<file path="src/rtl/snake_pkg.sv">
// Shared constants for the snake board reader: dmem geometry, defaults and FSM encoding.
package snake_pkg;

    localparam int DMEM_ADDR_W = 12;
    localparam int DMEM_DATA_W = 32;

    localparam logic [DMEM_ADDR_W-1:0] DEF_BASE_ADDR = 12'd0;
    localparam int                     DEF_NUM_WORDS = 10;

    localparam logic [2:0] ST_IDLE   = 3'd0;
    localparam logic [2:0] ST_READ   = 3'd1;
    localparam logic [2:0] ST_DRAIN  = 3'd2;
    localparam logic [2:0] ST_COMMIT = 3'd3;
    localparam logic [2:0] ST_ACK    = 3'd4;

    // Index width that stays legal for a single-word board.
    function automatic int idx_width(input int n);
        return (n > 1) ? $clog2(n) : 1;
    endfunction

endpackage

</file>
<file path="src/rtl/snake_shadow_buf.sv">
// Shadow register file: one word written per capture, all words visible in parallel for commit.
module snake_shadow_buf
    import snake_pkg::*;
#(
    parameter int NUM_WORDS = DEF_NUM_WORDS,
    parameter int IDX_W     = idx_width(NUM_WORDS)
) (
    input  logic                             clock,
    input  logic                             reset,
    input  logic                             wr_en,
    input  logic [IDX_W-1:0]                 wr_idx,
    input  logic [DMEM_DATA_W-1:0]           wr_data,
    output logic [NUM_WORDS*DMEM_DATA_W-1:0] rd_all
);

    logic [DMEM_DATA_W-1:0] words [NUM_WORDS];

    always_ff @(posedge clock or negedge reset) begin
        if (!reset) begin
            for (int i = 0; i < NUM_WORDS; i++) words[i] <= '0;
        end else if (wr_en) begin
            words[wr_idx] <= wr_data;
        end
    end

    for (genvar i = 0; i < NUM_WORDS; i++) begin : g_flat
        assign rd_all[i*DMEM_DATA_W +: DMEM_DATA_W] = words[i];
    end

endmodule

</file>
<file path="src/rtl/snake_board_reader.sv">
// Snapshots the snake board from dmem each frame and commits it atomically to the renderer.
// Optional SNAKE_READ_ACK_EN adds a one-cycle write of the frame count after every commit.
module snake_board_reader
    import snake_pkg::*;
#(
    parameter logic [DMEM_ADDR_W-1:0] BASE_ADDR    = DEF_BASE_ADDR,
    parameter int                     NUM_WORDS    = DEF_NUM_WORDS,
    parameter int                     READ_LATENCY = 1
) (
    input  logic                             clock,
    input  logic                             reset,
    input  logic                             frame_start,
    input  logic [DMEM_DATA_W-1:0]           q_dmem_toVGA,
    output logic [DMEM_ADDR_W-1:0]           address_dmem_fromVGA,
    output logic [DMEM_DATA_W-1:0]           data_fromVGA,
    output logic                             wren_fromVGA,
    output logic [NUM_WORDS*DMEM_DATA_W-1:0] snake_data,
    output logic                             snake_valid,
    output logic                             busy
);

    localparam int               IDX_W    = idx_width(NUM_WORDS);
    localparam logic [IDX_W-1:0] LAST_IDX = IDX_W'(NUM_WORDS - 1);

    logic [2:0]                       state;
    logic [IDX_W-1:0]                 rd_idx;
    logic [IDX_W-1:0]                 cap_idx;
    logic                             pending;
    logic                             issue_p0;
    logic                             vld_p1;
    logic                             vld_p2;
    logic                             cap_en;
    logic [NUM_WORDS*DMEM_DATA_W-1:0] shadow_all;

`ifdef SNAKE_READ_ACK_EN
    logic [15:0] frame_count;
    assign issue_p0 = (state == ST_READ);
`else
    // A queued snapshot issues word 0 during COMMIT so back-to-back frames lose no cycle.
    assign issue_p0 = (state == ST_READ) || ((state == ST_COMMIT) && pending);
    assign data_fromVGA = '0;
    assign wren_fromVGA = 1'b0;
`endif

    assign busy   = (state != ST_IDLE);
    assign cap_en = (READ_LATENCY >= 2) ? vld_p2 : vld_p1;

    // Stage p0 -> p1/p2: address issue delayed to line up with returning read data
    always_ff @(posedge clock or negedge reset) begin
        if (!reset) begin
            vld_p1  <= 1'b0;
            vld_p2  <= 1'b0;
            cap_idx <= '0;
        end else begin
            vld_p1 <= issue_p0;
            vld_p2 <= vld_p1;
            if (cap_en) cap_idx <= (cap_idx == LAST_IDX) ? '0 : cap_idx + 1'b1;
        end
    end

    snake_shadow_buf #(
        .NUM_WORDS (NUM_WORDS),
        .IDX_W     (IDX_W)
    ) u_shadow (
        .clock   (clock),
        .reset   (reset),
        .wr_en   (cap_en),
        .wr_idx  (cap_idx),
        .wr_data (q_dmem_toVGA),
        .rd_all  (shadow_all)
    );

    always_ff @(posedge clock or negedge reset) begin
        if (!reset) begin
            state                <= ST_IDLE;
            rd_idx               <= '0;
            pending              <= 1'b0;
            address_dmem_fromVGA <= '0;
            snake_data           <= '0;
            snake_valid          <= 1'b0;
`ifdef SNAKE_READ_ACK_EN
            data_fromVGA         <= '0;
            wren_fromVGA         <= 1'b0;
            frame_count          <= '0;
`endif
        end else begin
            snake_valid <= 1'b0;
            if (frame_start && (state != ST_IDLE)) pending <= 1'b1;

            case (state)
                ST_IDLE: begin
                    if (frame_start) begin
                        state                <= ST_READ;
                        rd_idx               <= '0;
                        address_dmem_fromVGA <= BASE_ADDR;
                    end
                end
                ST_READ: begin
                    if (rd_idx == LAST_IDX) begin
                        state <= ST_DRAIN;
                    end else begin
                        rd_idx               <= rd_idx + 1'b1;
                        address_dmem_fromVGA <= address_dmem_fromVGA + 1'b1;
                    end
                end
                ST_DRAIN: begin
                    if (cap_en && (cap_idx == LAST_IDX)) begin
                        state <= ST_COMMIT;
`ifndef SNAKE_READ_ACK_EN
                        if (pending || frame_start) begin
                            rd_idx               <= '0;
                            address_dmem_fromVGA <= BASE_ADDR;
                        end
`endif
                    end
                end
                ST_COMMIT: begin
                    snake_data  <= shadow_all;
                    snake_valid <= 1'b1;
                    pending     <= 1'b0;
`ifdef SNAKE_READ_ACK_EN
                    frame_count          <= frame_count + 16'd1;
                    state                <= ST_ACK;
                    address_dmem_fromVGA <= DMEM_ADDR_W'(BASE_ADDR + NUM_WORDS);
                    data_fromVGA         <= {16'h0, frame_count + 16'd1};
                    wren_fromVGA         <= 1'b1;
`else
                    if (pending) begin
                        if (rd_idx == LAST_IDX) begin
                            state <= ST_DRAIN;
                        end else begin
                            state                <= ST_READ;
                            rd_idx               <= rd_idx + 1'b1;
                            address_dmem_fromVGA <= address_dmem_fromVGA + 1'b1;
                        end
                    end else if (frame_start) begin
                        state                <= ST_READ;
                        rd_idx               <= '0;
                        address_dmem_fromVGA <= BASE_ADDR;
                    end else begin
                        state <= ST_IDLE;
                    end
`endif
                end
`ifdef SNAKE_READ_ACK_EN
                ST_ACK: begin
                    wren_fromVGA <= 1'b0;
                    data_fromVGA <= '0;
                    pending      <= 1'b0;
                    if (pending || frame_start) begin
                        state                <= ST_READ;
                        rd_idx               <= '0;
                        address_dmem_fromVGA <= BASE_ADDR;
                    end else begin
                        state <= ST_IDLE;
                    end
                end
`endif
                default: state <= ST_IDLE;
            endcase
        end
    end

endmodule
</file>
<file path="config.mk">
export PLATFORM = sky130hd
export DESIGN_NAME = snake_board_reader
export DESIGN_NICKNAME = d
export VERILOG_FILES = /design/src/rtl/snake_pkg.sv /design/src/rtl/snake_shadow_buf.sv /design/src/rtl/snake_board_reader.sv
export SDC_FILE = /design/constraint.sdc
export NUM_CORES = 1
export LEC_CHECK = 0
export CAP_MARGIN = 20
export CELL_PAD_IN_SITES_DETAIL_PLACEMENT = 0
export CELL_PAD_IN_SITES_GLOBAL_PLACEMENT = 2
export CORE_MARGIN = 3
export CORE_UTILIZATION = 35
export CTS_CLUSTER_SIZE = 20
export DETAILED_ROUTE_END_ITERATION = 12
export GPL_TIMING_DRIVEN = 0
export PLACE_DENSITY_LB_ADDON = 0.1
export SLEW_MARGIN = 20
export SYNTH_ARGS = -nofsm -noshare
export SYNTH_HDL_FRONTEND = slang
export SYNTH_SLANG_ARGS = --single-unit
</file>
<file path="constraint.sdc">
create_clock -name clock -period 2.1 [get_ports clock]
set_input_delay 0.315 -clock clock [delete_from_list [all_inputs] [get_ports clock]]
set_output_delay 0.315 -clock clock [all_outputs]
set_load 0.02 [all_outputs]
</file>
==> results by group, run 1 <==
Status
  • Status: finished with violations
  • Violated checks: negative hold slack

Routing
  • First-pass DRT Iterations: 5
  • Starting DRC count in detailed routing: 812
  • Drt total wl: ~77 mm
  • Routed vias: 17,450
  • Avg WL per Cell: about 21 um
  • ANT nets after route: 0
  • Vias/cell: 4.69
  • DRC viols: 0

Pwr
  • Total power: 58.5 mW
  • VDD IR max: 822 uV
  • Lkg Pwr: 15.7 nW
  • Pwr/cell area: around 1800 mW/mm^2

Worst setup path
  • RR Startpoint: cap_idx[2]
  • Crit-path leading delay family: flip-flops
  • Setup crit start kind: flip-flop
  • Crit path max fanout: 10
  • Crit path buf inv count: 2
  • Worst Path Arrival: 1710 ps
  • FF-to-FF path depth: 4
  • Worst setup EP type: output pin
  • Max incr delay on CP: ~440 ps
  • Worst setup path end: busy
  • Worst path depth: 3
  • Cells along the critical path: clkbuf_8 -> or2_2 -> buf_2
  • FF-to-FF End: u_shadow.rd_all[114]
  • Critical path required time: 1780 ps
  • Highest-delay cell along the critical path: dfrtp_2
  • Crit path from: state[1]
  • Crit Path Class: flip-flop to output pin
  • Reg2Reg Setup Slack: 90 ps

Clock tree
  • Hold buffers post-CTS: 3
  • CTS Buf Count: between 70 and 80
  • Max Root-Sink Buffers: 3
  • Worst-Skew Late Latency: ~610 ps
  • Reg clk slew, reported paths: around 60 ps
  • CTS tree: built
  • CTS Sinks: 665
  • H-Tree Depth: 3
  • Clock root buffer: clkbuf_16

Global route
  • Vias in the first global route: 18,054
  • GRT Total Usage: 20.3%
  • Largest net degree at the start of global routing: 101
  • Grt ovf: 0
  • Initial antenna violation count: 3
  • First-pass GRT wire length: ~110 mm

Layout
  • Area delta synth->final: 29.3%
  • Final Instance Area: approximately 0.033 sq mm
  • Share of cells above drive strength 1: 20.9%
  • Filler instances: ~7,000
  • Post-layout net count: 2,755

Logic synthesis
  • Cell taking the most area after synthesis: dfrtp_1
  • Most common cell in the netlist: nand2_1
  • Sequential share of the synthesized area: about two thirds
  • Mean Syn Cell Area: about 11 sq um
  • Mapped Area: 0.0255 sq mm
  • Post-synth EDFFs: 0
  • YS warnings: 0
  • Synth Instances: 2,259
  • Post-synth top cells: 980 x nand2_1, 665 x dfrtp_1, 314 x mux2_2
  • Synth area leaders: dfrtp_1 65%, nand2_1 14%, mux2_2 14%, clkbuf_1 1.1%, buf_4 0.97%
  • Distinct cells, synth: between 40 and 50
  • Top_reg_cell synth: dfrtp_1
  • Post-synth top area share: 65.3%
  • FFs w/ async S/R, synth: 100%
  • Yosys reg bits: 665

Placed design
  • IO Port Bufs: 336
  • DP HPWL: 55.0 mm
  • Post-placement cell area: around 0.030 sq mm
  • Pre-CTS setup slack: -768 ps
  • Routability cong.: 0.822

STA
  • RSZ-0062 raised after global routing: true
  • Actual slew at the worst max-slew pin: 997 ps
  • Clock skew: 17.8 ps
  • Final hold slack: -253 ps
  • Setup TNS Final: 0 ps
  • Slew Limit Fails: 0
  • Minimum clock period: 2020 ps
  • Fin crit share: 96.2%
  • Slew headroom: about 34%
  • Final setup fails: 0
  • Fin. Hold Viols: 267
  • Fmax: 495 MHz
  • Post-route setup slack: 79.3 ps

Floorplan
  • Die area: 0.0761 sq mm
  • Die height: 276 um
  • Die X: 276 um
  • IO Count: 402
  • Core outline area: 0.0719 sq mm
  • Starting Density: between 30% and 40%
  • Rows: between 90 and 100

Run
  • MaxCap Viol Count: 0

Min path
  • Hold WC Path Type: input port to async pin
==> layer usage <==
| layer | wire length (um) | global-route usage, % |
|---|---|---|
| met1 | 34200 | 27.3 |
| met2 | 36400 | 33.0 |
| met3 | 4480 | 5.04 |
| met4 | 1790 | 4.94 |
| met5 | 0 | 0 |
==> sequential cells by signal (all words and copies together) (netlist names) <==
register              count
snake_valid               1
rd_idx                    4
cap_idx                   4
address_dmem_fromVGA     12
pending                   1
state                     2
cap_en                    1
u_shadow.rd_all         320
snake_data              320
==> power by group <==
part	total, mW	internal, mW	switching [mW]
logic	23.3	10.6	12.7
registers	22.7	19.1	3.59
clock network	12.5	7.32	5.15
total	58.5	37.1	21.5
==> worst min path at each step <==
stage / from / slack (ps) / endpoint / cells after the start
after global placement: u_shadow.rd_all[42] / 440 / snake_data[42] / 2
final: reset / -250 / snake_data[66] / 2
after global routing: reset / -240 / snake_data[66] / 2
after CTS: reset / -250 / snake_data[66] / 2
after floorplan: reset / 20 / address_dmem_fromVGA[0] / 0
after detailed placement: reset / 250 / snake_data[67] / 1
==> kinds of logic after synthesis <==
logic type               Yosys count  synth area share, %
AO/OA/AOI/OAI                     49                 1.23
XOR/XNOR                           3                0.103
adder cells (fa/ha/maj)            3                0.147
buffers and inverters            183                 3.30
flip-flops                       665                 65.3
multiplexers                     323                 14.3
other                              1               0.0147
AND/OR/NAND/NOR                 1032                 15.6
==> through the flow <==
stage          util (%)  cells
6_report           45.8   3721
5_1_grt            45.8   3720
4_1_cts            45.7   3717
3_5_place_dp       42.3   3586
3_3_place_gp       42.0   3577
2_1_floorplan         -   2291
==> timing repair <==
item | CTS | global route
setup endpoints to repair | 542 | 278
pin swaps | 1 | 2
buffers inserted | 2 | 3
hold endpoints to repair | 40 | 267
gates resized for setup | 61 | 57
==> area by class of cell <==
type,count,area (sq um),area share [%]
Inverter,7,28.8,0.0874
Antenna cell,1,2.50,0.00760
Buffer,172,920,2.79
Clock inverter,12,67.6,0.205
Sequential cell,665,16600,50.5
Timing Repair Buffer,353,3660,11.1
Tap cell,950,1190,3.61
Multi-Input combinational cell,1443,8180,24.8
Clock buffer,118,2250,6.83
==> cell usage in the layout, fill, tap and decap left out, types with 2 or more instances in the layout <==
cell and count:
clkbuf_4 7, clkbuf_1 40, nor2b_1 2, nor2_1 10, inv_1 6, conb_1 33
clkbuf_2 49, nand2b_1 3, buf_12 2, buf_4 41, dfrtp_1 663, nand3b_1 4
o21a_1 2, clkinv_2 10, ha_1 3, a31oi_1 2, nand2_2 2, nor3b_4 2
clkbuf_16 77, mux2_2 314, o21ai_0 13, clkbuf_8 19, nor3_1 4, a22o_1 3
inv_6 2, o221ai_1 2, nand4_1 3, clkdlybuf4s50_1 333, mux2_1 8, nand2_1 978
dfrtp_2 2, xnor2_1 2, and3_1 4, buf_2 29, a21o_1 2, buf_1 35
nand3_1 7, a21oi_1 13, buf_16 7
Power figures use the tool's default switching activity.
==> inputs of run 2 (changes only) <==
CAP_MARGIN = not set   (was 20)
==> run 2 against run 1 <==
The run still ends with negative hold slack left; sequential share of layout area shrank 0.22 points; maximum frequency shrank 0.66%; sequential power is essentially flat; count of clock-buffer cells in the layout shrank 8; worst setup slack lost 13 ps; global-route usage shrank 0.098 points; final cell count is essentially flat; register-to-register slack is essentially flat; design area grew 0.44%; worst hold slack gained 14 ps; critical path type unchanged.
==> results by group, run 2 (synthesis gave the netlist of run 1 again) <==
Status
  • Status: finished with violations (unchanged)
  • Violated checks: negative hold slack (unchanged)

Floorplan
  • Starting Density: 35.5% (unchanged)
  • Die height: 276 um (unchanged)
  • Core outline area: 0.0719 sq mm (unchanged)
  • Die X: 276 um (unchanged)
  • Rows: 98 (unchanged)
  • IO Count: 402 (unchanged)
  • Die area: 0.0761 sq mm (unchanged)

Routing
  • Vias/cell: 4.69 (about the same)
  • Starting DRC count in detailed routing: 963 (was 812)
  • Drt total wl: 77.1 mm (was 76.9 mm)
  • First-pass DRT Iterations: 4 (was 5)
  • Avg WL per Cell: 20.7 um (about the same)
  • DRC viols: 0 (unchanged)
  • ANT nets after route: 0 (unchanged)
  • Routed vias: 17,458 (was 17,450)

STA
  • RSZ-0062 raised after global routing: true (unchanged)
  • Fin crit share: 96.9% (was 96.2%)
  • Final hold slack: -239 ps (was -253 ps)
  • Actual slew at the worst max-slew pin: 1010 ps (was 997 ps)
  • Slew headroom: 32.8% (was 33.5%)
  • Minimum clock period: 2030 ps (was 2020 ps)
  • Fin. Hold Viols: 190 (was 267)
  • Slew Limit Fails: 0 (unchanged)
  • Final setup fails: 0 (unchanged)
  • Fmax: 492 MHz (was 495 MHz)
  • Setup TNS Final: 0 ps (unchanged)
  • Clock skew: 14.6 ps (was 17.8 ps)

Pwr
  • Pwr/cell area: 1790 mW/mm^2 (was 1780 mW/mm^2)
  • Lkg Pwr: 15.8 nW (was 15.7 nW)
  • Logic pwr share: 39.4% (was 39.9%)
  • VDD IR max: 671 uV (was 822 uV)
  • Switching share of total power: 36.5% (was 36.6%)
  • Total power: 59.2 mW (was 58.5 mW)
  • Int Power: 37.6 mW (was 37.1 mW)
  • Sw power: 21.6 mW (was 21.5 mW)
  • Clk pwr share: 22.2% (was 21.3%)
  • Register share of total power: 38.4% (was 38.8%)

Global route
  • Grt ovf: 0 (unchanged)
  • Initial antenna violation count: 3 (unchanged)
  • Largest net degree at the start of global routing: 101 (unchanged)
  • First-pass GRT wire length: 114 mm (was 115 mm)
  • Vias in the first global route: 18,025 (was 18,054)
  • GRT Total Usage: 20.2% (was 20.3%)

Layout
  • Most frequent cells in the layout: 978 x nand2_1, 663 x dfrtp_1, 333 x clkdlybuf4s50_1, 314 x mux2_2, 77 x clkbuf_16 (unchanged)
  • Commonest non-fill, non-tap cell in the layout: nand2_1 (unchanged)
  • Share of cells above drive strength 1: 21.1% (was 20.9%)
  • Area delta synth->final: 29.9% (was 29.3%)
  • Final Instance Area: 0.0331 sq mm (was 0.0329 sq mm)
  • Fin util: 46.0% (was 45.8%)
  • Post-layout net count: 2,752 (was 2,755)

Placed design
  • Routability cong.: 0.822 (unchanged)
  • DP HPWL: 54.8 mm (was 55.0 mm)
  • Post-placement cell area: 0.0304 sq mm (about the same)
  • IO Port Bufs: 336 (unchanged)

Worst setup path
  • Crit Path Class: flip-flop to output pin (unchanged)
  • Reg2Reg Setup Slack: 80 ps (was 90 ps)
  • Worst Path Arrival: 1720 ps (was 1710 ps)
  • Crit path max fanout: 10 (unchanged)
  • Critical path required time: 1780 ps (about the same)
  • Worst setup EP type: output pin (unchanged)
  • Setup crit start kind: flip-flop (unchanged)

Clock tree
  • CTS Buf Count: 75 (unchanged)
  • H-Tree Depth: 3 (unchanged)
  • CTS Sinks: 665 (unchanged)
  • CTS tree: built (unchanged)
  • Worst-Skew Late Latency: 610 ps (about the same)
  • Max Root-Sink Buffers: 3 (unchanged)
  • Clock root buffer: clkbuf_16 (unchanged)
  • Reg clk slew, reported paths: 60 ps (about the same)
  • Hold buffers post-CTS: 3 (unchanged)

Min path
  • Hold WC Path Type: input port to async pin (unchanged)

Run
  • MaxCap Viol Count: 0 (unchanged)
run 2: changes by cell type in the layout (fill, tap and decap cells not counted), moves of 2 or more:
cell,previous run,this run
clkbuf_1,40,34
buf_2,29,24
bufinv_16,0,4
clkinv_2,10,12
clkinv_8,0,2
run 2: critical path, stage by stage, from the launching register on:
cell and delay (ps):
dfrtp_2 450, clkbuf_8 170, or2_2 320, buf_2 170
run 2: cell type report:
cell class,instances,area [sq um]
clock inverters,21,249
diodes,2,5.00
plain buffers,171,915
well taps,950,1190
repair buffers,351,3650
fillers,6810,38800
flip-flops and latches,665,16600
multi-input cells,1443,8170
inverters,7,28.8
clock buffers,110,2230
run 2: layer usage:
metal / vias to the layer above / routed length [um] / global-route usage [%]
met5: - / 0 / 0
met4: 0 / 1500 / 4.49
met3: 102 / 4280 / 4.98
met2: 342 / 36400 / 32.9
met1: 8925 / 34900 / 27.4
li1: 8089 / - / -
run 2: repair_timing:
item	CTS	global route
pin swaps	2	2
resized for setup	62	50
setup buffers	3	1
hold endpoints to repair	42	190
setup endpoints to repair	541	238
run 2: metrics by stage:
stage | instances | setup slack [ps]
global route | 3718 | -101
finish | 3720 | 65.8
global placement | 3577 | -29160
floorplan | 2291 | 314
CTS | 3718 | 6.17
detailed placement | 3585 | -775
run 2: path summary, 6_finish.rpt:
check                                      from                    to  cells after the start
min reg2reg                u_shadow.rd_all[129]       snake_data[129]                      2
max                                    state[1]                  busy                      3
min                                       reset    u_shadow.rd_all[3]                      2
max reg2reg                          cap_idx[1]   u_shadow.rd_all[71]                      4
min in group clock             q_dmem_toVGA[29]  u_shadow.rd_all[285]                      2
max in group asynchronous                 reset       snake_data[185]                      5
run 2: power by group through the flow:
| stage | registers [mW] | logic [mW] | clock network (mW) |
|---|---|---|---|
| floorplan | 25.5 | 9.87 | 0 |
| global placement | 22.9 | 22.9 | 0 |
| detailed placement | 22.9 | 23.4 | 0 |
| CTS | 22.8 | 23.7 | 13.5 |
| global route | 23.5 | 25.5 | 14.1 |
| finish | 22.7 | 23.3 | 13.2 |
